[src/rtl/uart_rx.sv]
// rtl/uart_rx.sv - 8-bit UART receiver, optional even parity via UART_RX_PARITY_EN
module uart_rx #(
    parameter int CLOCK_FREQ = 100_000_000,
    parameter int BAUD       = 57600
) (
    input  logic       clk,
    input  logic       rstn,
    input  logic       rx,
    output logic [7:0] data,
    output logic       valid,
    output logic       busy,
    output logic       frame_err,
    output logic       parity_err
);

    localparam int CLKS_PER_BIT = CLOCK_FREQ / BAUD;
    localparam int HALF_BIT     = CLKS_PER_BIT / 2;
    localparam int CNT_W        = $clog2(CLKS_PER_BIT + 1);

`ifdef UART_RX_PARITY_EN
    typedef enum logic [2:0] {S_IDLE, S_START, S_DATA, S_PARITY, S_STOP} state_t;
`else
    typedef enum logic [2:0] {S_IDLE, S_START, S_DATA, S_STOP} state_t;
`endif

    state_t             r_state;
    logic [1:0]         r_sync;
    logic               r_rx_prev;
    logic [CNT_W-1:0]   r_cnt;
    logic [2:0]         r_bit_idx;
    logic [7:0]         r_shift;
    logic               w_rx_s;
    logic               w_half_done;
    logic               w_bit_done;

    assign w_rx_s      = r_sync[1];
    assign w_half_done = (r_cnt == CNT_W'(HALF_BIT - 1));
    assign w_bit_done  = (r_cnt == CNT_W'(CLKS_PER_BIT - 1));

    // Two-flop synchronizer plus a delayed copy for start-edge detection
    always_ff @(posedge clk or negedge rstn) begin
        if (!rstn) begin
            r_sync    <= 2'b11;
            r_rx_prev <= 1'b1;
        end else begin
            r_sync    <= {r_sync[0], rx};
            r_rx_prev <= w_rx_s;
        end
    end

`ifdef UART_RX_PARITY_EN
    logic r_par_bad;

    // Receive FSM with registered outputs; parity bit checked against even parity of the byte
    always_ff @(posedge clk or negedge rstn) begin
        if (!rstn) begin
            r_state    <= S_IDLE;
            r_cnt      <= '0;
            r_bit_idx  <= 3'd0;
            r_shift    <= 8'h00;
            r_par_bad  <= 1'b0;
            data       <= 8'h00;
            valid      <= 1'b0;
            busy       <= 1'b0;
            frame_err  <= 1'b0;
            parity_err <= 1'b0;
        end else begin
            valid      <= 1'b0;
            frame_err  <= 1'b0;
            parity_err <= 1'b0;
            case (r_state)
                S_IDLE: begin
                    busy <= 1'b0;
                    if (r_rx_prev && !w_rx_s) begin
                        r_state   <= S_START;
                        r_cnt     <= '0;
                        r_bit_idx <= 3'd0;
                        busy      <= 1'b1;
                    end
                end
                S_START: begin
                    if (w_half_done) begin
                        r_cnt <= '0;
                        if (!w_rx_s) begin
                            r_state <= S_DATA;
                        end else begin
                            r_state <= S_IDLE;
                            busy    <= 1'b0;
                        end
                    end else begin
                        r_cnt <= r_cnt + CNT_W'(1);
                    end
                end
                S_DATA: begin
                    if (w_bit_done) begin
                        r_cnt     <= '0;
                        r_shift   <= {w_rx_s, r_shift[7:1]};
                        r_bit_idx <= r_bit_idx + 3'd1;
                        if (r_bit_idx == 3'd7) begin
                            r_state <= S_PARITY;
                        end
                    end else begin
                        r_cnt <= r_cnt + CNT_W'(1);
                    end
                end
                S_PARITY: begin
                    if (w_bit_done) begin
                        r_cnt     <= '0;
                        r_par_bad <= (w_rx_s != ^r_shift);
                        r_state   <= S_STOP;
                    end else begin
                        r_cnt <= r_cnt + CNT_W'(1);
                    end
                end
                S_STOP: begin
                    if (w_bit_done) begin
                        r_cnt   <= '0;
                        r_state <= S_IDLE;
                        busy    <= 1'b0;
                        if (w_rx_s) begin
                            data       <= r_shift;
                            valid      <= 1'b1;
                            parity_err <= r_par_bad;
                        end else begin
                            frame_err <= 1'b1;
                        end
                    end else begin
                        r_cnt <= r_cnt + CNT_W'(1);
                    end
                end
                default: begin
                    r_state <= S_IDLE;
                    busy    <= 1'b0;
                end
            endcase
        end
    end
`else
    assign parity_err = 1'b0;

    // Receive FSM with registered outputs; stop bit follows data bit 7 directly
    always_ff @(posedge clk or negedge rstn) begin
        if (!rstn) begin
            r_state   <= S_IDLE;
            r_cnt     <= '0;
            r_bit_idx <= 3'd0;
            r_shift   <= 8'h00;
            data      <= 8'h00;
            valid     <= 1'b0;
            busy      <= 1'b0;
            frame_err <= 1'b0;
        end else begin
            valid     <= 1'b0;
            frame_err <= 1'b0;
            case (r_state)
                S_IDLE: begin
                    busy <= 1'b0;
                    if (r_rx_prev && !w_rx_s) begin
                        r_state   <= S_START;
                        r_cnt     <= '0;
                        r_bit_idx <= 3'd0;
                        busy      <= 1'b1;
                    end
                end
                S_START: begin
                    if (w_half_done) begin
                        r_cnt <= '0;
                        if (!w_rx_s) begin
                            r_state <= S_DATA;
                        end else begin
                            r_state <= S_IDLE;
                            busy    <= 1'b0;
                        end
                    end else begin
                        r_cnt <= r_cnt + CNT_W'(1);
                    end
                end
                S_DATA: begin
                    if (w_bit_done) begin
                        r_cnt     <= '0;
                        r_shift   <= {w_rx_s, r_shift[7:1]};
                        r_bit_idx <= r_bit_idx + 3'd1;
                        if (r_bit_idx == 3'd7) begin
                            r_state <= S_STOP;
                        end
                    end else begin
                        r_cnt <= r_cnt + CNT_W'(1);
                    end
                end
                S_STOP: begin
                    if (w_bit_done) begin
                        r_cnt   <= '0;
                        r_state <= S_IDLE;
                        busy    <= 1'b0;
                        if (w_rx_s) begin
                            data  <= r_shift;
                            valid <= 1'b1;
                        end else begin
                            frame_err <= 1'b1;
                        end
                    end else begin
                        r_cnt <= r_cnt + CNT_W'(1);
                    end
                end
                default: begin
                    r_state <= S_IDLE;
                    busy    <= 1'b0;
                end
            endcase
        end
    end
`endif

endmodule

[config.mk]
export PLATFORM = sky130hd
export DESIGN_NAME = uart_rx
export DESIGN_NICKNAME = d
export VERILOG_FILES = /design/src/rtl/uart_rx.sv
export SDC_FILE = /design/constraint.sdc
export NUM_CORES = 1
export LEC_CHECK = 0
export BUFFER_PORTS_ARGS = -buffer_cell sky130_fd_sc_hd__clkbuf_2
export CAP_MARGIN = 40
export CORE_ASPECT_RATIO = 0.6
export CORE_MARGIN = 3
export CORE_UTILIZATION = 30
export DETAILED_ROUTE_END_ITERATION = 10
export GPL_TIMING_DRIVEN = 0
export SLEW_MARGIN = 20
export SYNTH_ARGS = -nofsm -noshare
export SYNTH_HDL_FRONTEND = slang
export SYNTH_SLANG_ARGS = --single-unit
export TNS_END_PERCENT = 100
[constraint.sdc]
create_clock -name clk -period 1.8 [get_ports clk]
set_input_delay 0.27 -clock clk [delete_from_list [all_inputs] [get_ports clk]]
set_output_delay 0.27 -clock clk [all_outputs]
set_load 0.1 [all_outputs]
==> flow_metrics.env <==
export IMPL_syn_to_final_growth_pct=34.0
export IMPL_placementRows=21
export IMPL_synth_seq_cells=38
export IMPL_num_vias=1292
export IMPL_hold_path_class="in2reg"
export IMPL_n_fill_cell=548
export IMPL_highest_layer="met4"
export IMPL_grt_overflow_total=0
export IMPL_dr_pass1_iters=4
export IMPL_p_sw_share_pct=30.2
export IMPL_maxCapViolations=0
export IMPL_io_pins=15
export IMPL_min_period_ns=1.92
export IMPL_layout_setup_ws_ns=-0.122
export IMPL_start_util_pct=32.3
export IMPL_coreArea_um2=5780
export IMPL_leakage_uw=0.00119
export IMPL_intPower_uw=1870
export IMPL_cp_cell_sequence="ha_4, or3b_4, o311ai_4, buf_6, nand2_8, a221o_1"
export IMPL_synthTopCellsByArea="dfrtp_1 47%, mux2_2 7.2%, dfstp_2 4.2%"
export IMPL_root_buffer="clkbuf_8"
export IMPL_met2_length_mm=1.65
export IMPL_critPathMaxFanout=8
export IMPL_ctsHtreeMaxLevel=2
export IMPL_pwr_share_seq_pct=38.4
export IMPL_max_stage_delay_ns=0.42
export IMPL_peakVddDrop_mv=0.448
export IMPL_dieArea_um2=7240
export IMPL_viasPerCell=4.72
export IMPL_drive_above_1_share_pct=48.5
export IMPL_max_freq_mhz=520
export IMPL_numPortBuffers=13
export IMPL_slew_violations=0
export IMPL_hpwl_mm=2.53
export IMPL_power_density_nw_per_um2=1070
export IMPL_synth_edf_count=0
export IMPL_numCtsBuffers=5
export IMPL_nNetsFinal=199
export IMPL_cp_startpoint="r_cnt[1]"
export IMPL_routed_wl_mm=4.00
export IMPL_routabilityCongestion=0.808
export IMPL_stdcell_area_um2=2500
export IMPL_hold_start="rx"
export IMPL_grt_usage_pct=11.6
export IMPL_synth_top_flop_cell="dfrtp_1"
export IMPL_wl_met3_um=130
export IMPL_clk_latency_ns=0.29
export IMPL_rsz0062_at_grt="yes"
export IMPL_antenna_found_initial=0
export IMPL_postSynthCellCount=150
export IMPL_end_kind="flip-flop"
export IMPL_worstPathRequired_ns=1.97
export IMPL_drcViolationCount=0
export IMPL_grt_pass1_wl_mm=6.27
export IMPL_synth_largest_area_cell="dfrtp_1"
export IMPL_clk_pin_slew_worst_paths_ns=0.07
export IMPL_die_x_um=108
export IMPL_postSynth_asyncResetShare_pct=100
export IMPL_dpl_cell_area_um2=2050
export IMPL_die_y_um=67.1
export IMPL_seq_area_frac_synth_pct=51.1
export IMPL_p_sw_uw=811
export IMPL_drt_initial_drc_count=50
export IMPL_worst_pin_slew_ns=0.541
export IMPL_worstPathArrival_ns=2.10
export IMPL_cts_tree="built"
export IMPL_ant_nets=0
export IMPL_grt_pass1_vias=1214
export IMPL_critPathLaunchType="flip-flop"
export IMPL_setup_viol=21
export IMPL_finalCritPeriodShare_pct=107
export IMPL_synth_top_cell_area_share_pct=46.9
export IMPL_r2r_start="r_cnt[1]"
export IMPL_clkPwrFrac_pct=28.0
export IMPL_synth_distinct_cells=47
export IMPL_grt_max_degree=30
export IMPL_outcome="finished with violations"
export IMPL_yosys_warnings=0
export IMPL_wire_per_inst_um=14.6
export IMPL_clockBufferDepth=2
export IMPL_preCtsSetupSlack_ns=-0.369
export IMPL_clock_skew_ns=0.00650
export IMPL_violations="negative setup slack"
export IMPL_syn_num_nets=156
export IMPL_syn_cell_area_um2=1870
export IMPL_maxSlewHeadroom_pct=64.1
export IMPL_holdWs_ns=0.0643
export IMPL_clock_sinks=38
export IMPL_hold_violations=0
export IMPL_postSynthAreaPerCell_um2=12.4
export IMPL_cp_slowest_cell="or3b_4"
export IMPL_worstSetupPathType="reg2reg"
export IMPL_p_comb_share_pct=33.7
export IMPL_m1WireLength_mm=2.13
export IMPL_fin_util_pct=43.3
export IMPL_diodes=0
[routing by layer]
| metal | vias up | global-route usage, % |
|---|---|---|
| li1 | 636 | - |
| met1 | 629 | 17.4 |
| met2 | 20 | 14.8 |
| met3 | 7 | 3.97 |
| met4 | 0 | 5.04 |
| met5 | - | 0 |
[metrics by stage]
step	power (µW)	cells	TNS (ns)
after detailed placement	1700	244	-5.71
final	2690	274	-1.08
after global placement	1690	243	-4.57
after CTS	2570	264	-1.30
after floorplan	1570	150	-0.850
after global routing	2820	274	-2.66
[what timing repair did]
item	in CTS	in global routing
pin swaps	10	9
resized for setup	14	19
buffers inserted	11	10
hold buffers	1	0
setup endpoints to repair	31	29
hold endpoints to repair	9	0
[worst paths after layout]
check / endpoint / slack, ns / depth (start not counted)
worst max-delay path: r_cnt[2] / -0.12 / 6
worst min-delay path: r_sync[0] / 0.06 / 1
worst max register to register: r_cnt[2] / -0.12 / 6
worst min register to register: r_sync[1] / 0.36 / 0
max in group asynchronous: r_sync[0] / 0.89 / 3
min in group asynchronous: busy / 0.39 / 2
[flip-flops by register name (all words and copies together), names as in the netlist, 2 cells and up]
name	cells
r_shift	8
r_sync	2
r_cnt	11
r_bit_idx	3
data	8
r_state	2
[power groups by stage]
stage	Clock, µW	Combinational (µW)	Sequential, µW
2_1_floorplan	0	489	1080
3_3_place_gp	0	651	1030
3_5_place_dp	0	665	1040
4_1_cts	775	771	1030
5_1_grt	806	971	1050
6_report	751	904	1030
[cell usage after synthesis, drive strengths merged, types with 2 or more instances]
cell	number
buf	8
a211oi	2
dfstp	3
dfrtp	35
or3	4
o31ai	2
a221o	3
nand2	10
a21oi	2
nand4bb	2
and2b	2
xor2	2
a22oi	4
and2	3
ha	3
mux2	17
nand4b	2
a21o	4
nor2	4
nor2b	2
nor3	3
a22o	4
o21ai	6
nand4	3
inv	3
nand3	5
nor4	2
[layout make-up]
| type | instances | area (µm²) | share of cell area (%) |
|---|---|---|---|
| Timing Repair Buffer | 36 | 284 | 11.4 |
| Inverter | 3 | 11.3 | 0.450 |
| Buffer | 9 | 96.3 | 3.85 |
| Sequential cell | 38 | 956 | 38.2 |
| Clock buffer | 7 | 86.3 | 3.45 |
| Multi-Input combinational cell | 100 | 937 | 37.5 |
| Clock inverter | 1 | 30.0 | 1.20 |
| Tap cell | 80 | 100 | 4.00 |
[worst max-delay path, delay by kind of cell, from the launching register on]
kind,cells,cell delay (ns)
compound gates,2,0.58
simple gates,2,0.49
flops,1,0.40
buf+inv,1,0.18
fa+ha+maj,1,0.16
[cell usage in the layout (no fill, tap or decap), types with 3 or more instances in the layout]
master     n
a21o_1     4
o21ai_0    3
nor2_1     4
clkbuf_2  13
nand4_1    3
buf_6      9
a22o_2     4
dfrtp_1   34
or3_1      3
a22oi_2    3
inv_1      3
buf_4     18
a221o_1    3
mux2_2     9
dfstp_2    3
nand2_1    9
clkbuf_8   7
nand3_1    4
mux2_4     8
[kinds of logic (layout without fill, tap and decap cells)]
group                    after synthesis  in the layout  share of synthesized area, %
AO/OA/AOI/OAI                         30             30                          13.9
XOR/XNOR                               2              2                         0.939
adder cells (fa/ha/maj)                3              3                          2.01
buffers and inverters                 12             56                          5.43
flip-flops                            38             38                          51.1
multiplexers                          18             18                          10.8
other                                  1              1                         0.201
AND/OR/NAND/NOR                       46             46                          15.6
Power figures use the tool's default switching activity.
